===== src/rtl/fetch_stage.sv =====
// Instruction-fetch stage: owns the PC, runs the imem request/ready handshake
// and drives the IF/ID boundary, absorbing freezes (skid) and redirects (drain).
module fetch_stage #(
  parameter int ADDR_W   = 32,
  parameter int INSTR_W  = 32,
  parameter logic [ADDR_W-1:0] RESET_PC = '0
) (
  input  logic               clk,
  input  logic               rst,
  input  logic               hazard,
  input  logic               branch_taken,
  input  logic [ADDR_W-1:0]  branch_addr,
  output logic               imem_req,
  output logic [ADDR_W-1:0]  imem_addr,
  input  logic               imem_ready,
  input  logic [INSTR_W-1:0] imem_rdata,
  output logic               if_valid,
  output logic [ADDR_W-1:0]  if_pc,
  output logic [INSTR_W-1:0] if_instr
);

  typedef enum logic [1:0] {
    FETCH = 2'd0,
    HOLD  = 2'd1,
    DRAIN = 2'd2
  } state_t;

  localparam logic [ADDR_W-1:0] WORD_MASK = ~ADDR_W'(3);
  localparam logic [ADDR_W-1:0] PC_STEP   = ADDR_W'(4);

  state_t              state, state_n;
  logic [ADDR_W-1:0]   pc, pc_n;
  logic [ADDR_W-1:0]   redir, redir_n;
  logic [INSTR_W-1:0]  skid, skid_n;
  logic                if_valid_n;
  logic [ADDR_W-1:0]   if_pc_n;
  logic [INSTR_W-1:0]  if_instr_n;

  function automatic logic [ADDR_W-1:0] word_align(input logic [ADDR_W-1:0] a);
    return a & WORD_MASK;
  endfunction

  // The request stays up through FETCH and DRAIN so a started handshake always completes.
  assign imem_req  = rst && (state != HOLD);
  assign imem_addr = word_align(pc);

  always_ff @(posedge clk or negedge rst) begin
    if (!rst) begin
      state    <= FETCH;
      pc       <= RESET_PC;
      redir    <= '0;
      skid     <= '0;
      if_valid <= 1'b0;
      if_pc    <= '0;
      if_instr <= '0;
    end else begin
      state    <= state_n;
      pc       <= pc_n;
      redir    <= redir_n;
      skid     <= skid_n;
      if_valid <= if_valid_n;
      if_pc    <= if_pc_n;
      if_instr <= if_instr_n;
    end
  end

  always_comb begin
    state_n    = state;
    pc_n       = pc;
    redir_n    = redir;
    skid_n     = skid;
    if_valid_n = if_valid;
    if_pc_n    = if_pc;
    if_instr_n = if_instr;

    unique case (state)
      FETCH: begin
        if (imem_ready) begin
          if (branch_taken) begin
            pc_n       = word_align(branch_addr);
            if_valid_n = 1'b0;
          end else if (hazard) begin
            skid_n  = imem_rdata;
            state_n = HOLD;
          end else begin
            if_instr_n = imem_rdata;
            if_pc_n    = pc + PC_STEP;
            if_valid_n = 1'b1;
            pc_n       = pc + PC_STEP;
          end
        end else begin
          if (branch_taken) begin
            // Memory still owes data for pc; remember the target until it drains.
            redir_n    = word_align(branch_addr);
            if_valid_n = 1'b0;
            state_n    = DRAIN;
          end else if (!hazard) begin
            if_valid_n = 1'b0;
          end
        end
      end

      HOLD: begin
        if (branch_taken) begin
          pc_n       = word_align(branch_addr);
          if_valid_n = 1'b0;
          state_n    = FETCH;
        end else if (!hazard) begin
          if_instr_n = skid;
          if_pc_n    = pc + PC_STEP;
          if_valid_n = 1'b1;
          pc_n       = pc + PC_STEP;
          state_n    = FETCH;
        end
      end

      DRAIN: begin
        if_valid_n = 1'b0;
        if (branch_taken) begin
          redir_n = word_align(branch_addr);
        end
        if (imem_ready) begin
          pc_n    = branch_taken ? word_align(branch_addr) : redir;
          state_n = FETCH;
        end
      end

      default: begin
        state_n    = FETCH;
        if_valid_n = 1'b0;
      end
    endcase
  end

endmodule


===== config.mk =====
export PLATFORM = sky130hd
export DESIGN_NAME = fetch_stage
export DESIGN_NICKNAME = d
export VERILOG_FILES = /design/src/rtl/fetch_stage.sv
export SDC_FILE = /design/constraint.sdc
export NUM_CORES = 1
export LEC_CHECK = 0
export BUFFER_PORTS_ARGS = -buffer_cell sky130_fd_sc_hd__buf_2
export CELL_PAD_IN_SITES_DETAIL_PLACEMENT = 0
export CELL_PAD_IN_SITES_GLOBAL_PLACEMENT = 1
export CORE_MARGIN = 2
export CORE_UTILIZATION = 35
export CTS_CLUSTER_SIZE = 30
export DETAILED_ROUTE_END_ITERATION = 8
export MAX_ROUTING_LAYER = met4
export PLACE_DENSITY = 0.74
export SYNTH_ARGS = -nofsm -noshare
export SYNTH_HDL_FRONTEND = slang
export SYNTH_SLANG_ARGS = --single-unit
export TNS_END_PERCENT = 30

===== constraint.sdc =====
create_clock -name clk -period 2.1 [get_ports clk]
set_clock_uncertainty 0.15 [all_clocks]
set_input_delay 0.42 -clock clk [delete_from_list [all_inputs] [get_ports clk]]
set_output_delay 0.42 -clock clk [all_outputs]
set_load 0.01 [all_outputs]

# After elaboration in Yosys (flattened, before gate mapping)

Index checks and enable logic that the tools add are counted.

Input bits: 69
Bits in registers: 163
Word-level logic and storage cells: 67
Output and inout bits: 98
Memories kept: 0
Memory bits (read-only): 0
Bits in latches: 0
RAM bits: 0

Bitwise operators: 1
Shift-type cells: 0
Equality and inequality tests: 15
$lt $le $gt $ge: 0
Reductions and logical operators: 11
Div/mod/pow operators: 0
Add/sub/neg operators: 1
Multiply operators: 0
Mux-type cells: 32

Operator list:

| cell                                                  | number |
|---|---|
| two-way mux 32 bit                                    | 14 |
| case mux 32 bit (2 select lines)                      | 3 |
| case mux 32 bit (3 select lines)                      | 1 |
| adder 32 x 3 -> 32 bit, second input constant         | 1 |
| two-way mux 2 bit                                     | 7 |
| inequality test 2 bit, second input constant          | 7 |
| inequality test 3 bit, second input constant          | 4 |
| case mux 2 bit (3 select lines)                       | 1 |
| AND reduction 6 bit                                   | 1 |
| two-way mux 1 bit                                     | 5 |
| AND reduction 5 bit                                   | 1 |
| inequality test 4 bit, second input constant          | 1 |
| AND reduction 2 bit                                   | 2 |
| AND reduction 4 bit                                   | 1 |
| nonzero test 2 bit                                    | 2 |
| AND reduction 3 bit                                   | 1 |
| nonzero test 3 bit                                    | 1 |
| equality test 2 x 1 -> 1 bit, second input constant   | 1 |
| equality test 2 bit, second input constant            | 1 |
| zero test 2 bit                                       | 1 |
| inequality test 2 x 1 -> 1 bit, second input constant | 1 |
| case mux 1 bit (2 select lines)                       | 1 |
| logical AND 1 bit                                     | 1 |
| inverter 1 bit                                        | 1 |

# Depth between registers and ports, before layout

Depth in word-level cells: 5
Depth in mapped cells: 7
Gate-level depth less buffers: 6

# Worst setup path before layout

Ideal clock, no wire load.

Path type: reg-to-reg
Start point: register pc[2]
End point: register pc[30]
Stages on the path, launching flop included: 8
Required time: 1829 ps
Arrival: 1885 ps
Period minus slack after synthesis: 2156 ps
Setup time: 121 ps
Path buffers: 1
Slack: -56 ps
Path through: dfrtp_1 > ha_1 > nand2_1 > nor4_4 > and3_1 > buf_2 > a41oi_1 > o22a_1

Longest elaborated chain between the ends: 5

Ends and longest elaborated chain:

| what                                 | RTL line | text |
|---|---|---|
| from (decl)                          | 32       | `logic [ADDR_W-1:0] pc, pc_n;` |
| from (signal assigned)               | 58       | `pc <= pc_n;` |
| adder 32 x 3 -> 32 bit (*)           | 89, 112  |  |
| two-way mux 32 bit (*)               | 82, 108  |  |
| two-way mux 32 bit (*)               | 104      | `if (branch_taken) begin` |
| two-way mux 32 bit                   | 78       | `if (imem_ready) begin` |
| case mux 32 bit (3 select lines) (*) | 76       | `unique case (state)` |

Every way passes the cells marked *; elsewhere a longest branch is shown, timed or not. The select of a mux whose other input is x is not followed.
A chain may end at the register's enable or synchronous reset.

# Worst setup path in the final report

Start point: register state[1]
End point: output port imem_req

Longest elaborated chain between the ends: 2

Ends and longest elaborated chain:

| what                           | RTL line | text |
|---|---|---|
| from (decl)                    | 31       | `state_t state, state_n;` |
| from (signal assigned)         | 57       | `state <= state_n;` |
| inequality test 2 x 1 -> 1 bit | 44       | `assign imem_req = rst && (state != HOLD);` |
| logical AND 1 bit              | 44       |  |
| to (decl)                      | 13       | `output logic imem_req,` |

Every way passes these cells.

==> results.toml <==
[placement]
placement.io_buffers = 162
place_inst = 1202
dp_hpwl_um = 13600
gp_routability_congestion = 0.788
dpl-instance-area_um2 = 9260

[synth]
number_of_standard_cells_after_synthesis = 785
syn-cell-area_um2 = 7990
synth_flop_cell = "sky130_fd_sc_hd__dfrtp_1"
synth-async-reset-ratio = 1.00
ys_types = 45
synth_mux_area_frac = 0.128
synth.yosys.seq_area_share = 0.511
synth_compound_gate_area_share = 0.131
synth_top_area_cell = "sky130_fd_sc_hd__dfrtp_1"
synth_warnings = 0
synthDominantCellAreaShare = 0.511
post_synth_xor_area_fraction = 0.0285
synth-seq-cells = 163
synth_edf_count = 0
synth_top_cells_by_count = "163 x sky130_fd_sc_hd__dfrtp_1, 116 x sky130_fd_sc_hd__nand2_1, 91 x sky130_fd_sc_hd__o21ai_0, 62 x sky130_fd_sc_hd__mux2_2, 44 x sky130_fd_sc_hd__a21oi_1"
synthSimpleGateAreaFrac = 0.137
ys_top_cells_by_area = "sky130_fd_sc_hd__dfrtp_1 51%, sky130_fd_sc_hd__mux2_2 8.7%, sky130_fd_sc_hd__o21ai_0 5.7%"
synth_fa_ha_area_frac = 0.00157
dominant_combinational_cell_family_by_area_after_synthesis = "simple AND/OR/NAND/NOR gates"
yosysMostFrequentCell = "sky130_fd_sc_hd__dfrtp_1"
post_synth.cell_area_avg_um2 = 10.2

[cells_and_area]
layoutNonFillerInstCount = 1235
share_of_cells_above_drive_strength_1 = 0.345
final_util = 0.440
num-fill-cells = 2155
finish.instance_area_um2 = 9910
final_nets = 1007
layout-area-overhead-vs-synth_pct = 24.1
antenna_cells = 0

[cts]
cts-buffers-inserted = 17
max-clock-path-buffers = 2
worst_skew_pair_later_pin_latency_ns = 0.42
cts_tree = "yes"
postCtsSetupBuffers = 0
clk_transition_reported_paths_ns = 0.07
cts_root_buffer = "sky130_fd_sc_hd__clkbuf_16"
cts_htree_levels = 4
tritoncts_num_sinks = 163

[grt]
globalRouteOverflowTotal = 0
global_route_wire_length_before_repair_um = 32900
antenna_found_initial = 0
gr-usage-all-layers = 0.177
grt_start_max_net_pins = 118
first_global_vias = 6150

[pwr]
total_leakage_power_nw = 4.52
internal-power_w = 0.00690
clockPowerShare = 0.338
seq_power_share = 0.427
netSwitchingFraction = 0.302
power.density_nw_per_um2 = 997
power_switching_w = 0.00298
combinationalPowerShare = 0.235
maximum_ir_drop_on_the_vdd_rail_mv = 0.451

[floorplan]
num_io_pins = 167
die_w_um = 155
die_area_um2 = 24000
core_region_area_um2 = 22500
fp.dieH_um = 155
effective_utilization_at_floorplan = 0.355
floorplan.rows = 55

[detailed_routing]
vias_per_cell = 5.04
drt-pass1-iter-count = 4
first_iter_violations = 335
routed_wire_length_um = 20000
route.detailed.wl_per_inst_um = 16.2
detailroute.via_count = 6228
drc_errors = 0
antenna_left = 0

[sta]
max_clock_freq_mhz = 500
timing.final.crit_period_ns = 2.00
final-setup-viol-count = 0
fin_tns_setup_ns = 0
final-hold-violation-count = 0
final-max-slew-violation-count = 0
rsz0062_at_grt = "true"
timing.hold.ws_ns = 0.0923
worst_slew_pin_slew_ns = 0.699
finalCritPeriodShare = 0.952
slew_margin_rel = 0.534

[critical_path]
crit_required_ns = 1.53
worst-endpoint-arrival_ns = 1.43
timing.critical_path.cells = "buf_4 -> nor2b_4 -> nor2b_1 -> buf_2"
slowest_delay_ns = 0.47
cp-start-kind = "register"
criticalPathCategory = "register to primary output"
worstPathMaxFanout = 8
critPathSlowestCell = "sky130_fd_sc_hd__dfrtp_1"
critPathCaptureType = "primary output"

[outcome]
outcome = "finished, final reports clean"

[flow_run]
max_cap_violations = 0

[worst_hold_path]
hp-class = "primary input to register"
power by group through the flow:
stage	Combinational, W	Sequential [W]	Clock [W]
after floorplan	0.00131	0.00440	0
after global placement	0.00232	0.00425	0
after detailed placement	0.00235	0.00428	0
after CTS	0.00236	0.00422	0.00344
after global routing	0.00260	0.00432	0.00359
final	0.00232	0.00422	0.00334
layout make-up:
class / instances / area (um^2) / area share
multi-input cells: 524 / 3440 / 0.347
clock inverters: 12 / 168 / 0.0169
well taps: 285 / 357 / 0.0360
clock buffers: 20 / 467 / 0.0471
inverters: 13 / 48.8 / 0.00492
repair buffers: 218 / 1360 / 0.137
flip-flops and latches: 163 / 4080 / 0.412
cell usage in the layout (no fill, tap or decap), drive strengths merged, types with 2 or more instances in the layout:
cell / synthesis / routed
mux2: 62 / 62
buf: 44 / 217
nand2b: 3 / 3
nand2: 116 / 116
nand3b: 2 / 2
o31a: 11 / 11
a221oi: 7 / 7
bufinv: 0 / 3
a41oi: 4 / 4
o2bb2ai: 3 / 3
xor2: 5 / 5
nand4: 9 / 9
inv: 13 / 17
and3: 6 / 6
o21ai: 92 / 92
nor3: 7 / 7
conb: 1 / 2
nor4: 8 / 8
xnor2: 21 / 21
and2: 2 / 2
clkinv: 0 / 2
clkbuf: 42 / 20
a22o: 3 / 3
o22ai: 13 / 13
mux2i: 32 / 32
nor2b: 8 / 8
clkinvlp: 0 / 3
nor2: 30 / 30
nor3b: 14 / 14
dfrtp: 163 / 163
a21oi: 44 / 44
or4: 2 / 2
nand3: 10 / 10
timing repair:
action	in CTS	in global routing
gates resized for setup	0	4
setup endpoints to repair	0	8
hold buffers	1	0
endpoints found under the hold margin	47	0
critical path, delay by kind of cell, from the launching register on:
| kind | cells | cell delay (ns) |
|---|---|---|
| AND/OR/NAND/NOR | 2 | 0.21 |
| buffers and inverters | 2 | 0.32 |
| flip-flops | 1 | 0.47 |
final timing paths:
check | depth (start not counted) | slack, ns | startpoint | to
max | 4 | 0.10 | state[1] | imem_req
min | 2 | 0.09 | imem_rdata[10] | skid[10]
max reg2reg | 8 | 0.14 | pc[7] | if_pc[29]
min reg2reg | 2 | 0.32 | if_instr[23] | if_instr[23]
max in group asynchronous | 3 | 0.76 | rst | pc[27]
min in group asynchronous | 3 | 0.51 | rst | if_valid
state kept, by name, summed over array words and instances, names as in the netlist:
name,flops
pc,32
if_instr,32
skid,32
state,2
if_valid,1
redir,32
if_pc,32
kinds of logic after synthesis:
group | Yosys count
multiplexers | 94
other | 1
buffers and inverters | 99
adder cells (fa/ha/maj) | 1
flip-flops | 163
AO/OA/AOI/OAI | 181
AND/OR/NAND/NOR | 220
XOR/XNOR | 26
metrics by stage:
stage	total power [W]	setup slack, ns
CTS	0.0100	0.00794
global placement	0.00657	0.0447
finish	0.00988	0.102
global route	0.0105	-0.00110
floorplan	0.00571	-0.00804
detailed placement	0.00663	0.0274
metal layers:
metal	global-route usage	vias up	routed length, um
met5	-	-	0
li1	-	3021	-
met3	0.0354	18	991
met1	0.245	3049	9710
met2	0.269	140	9070
met4	0.0454	0	231
Power figures use the tool's default switching activity.
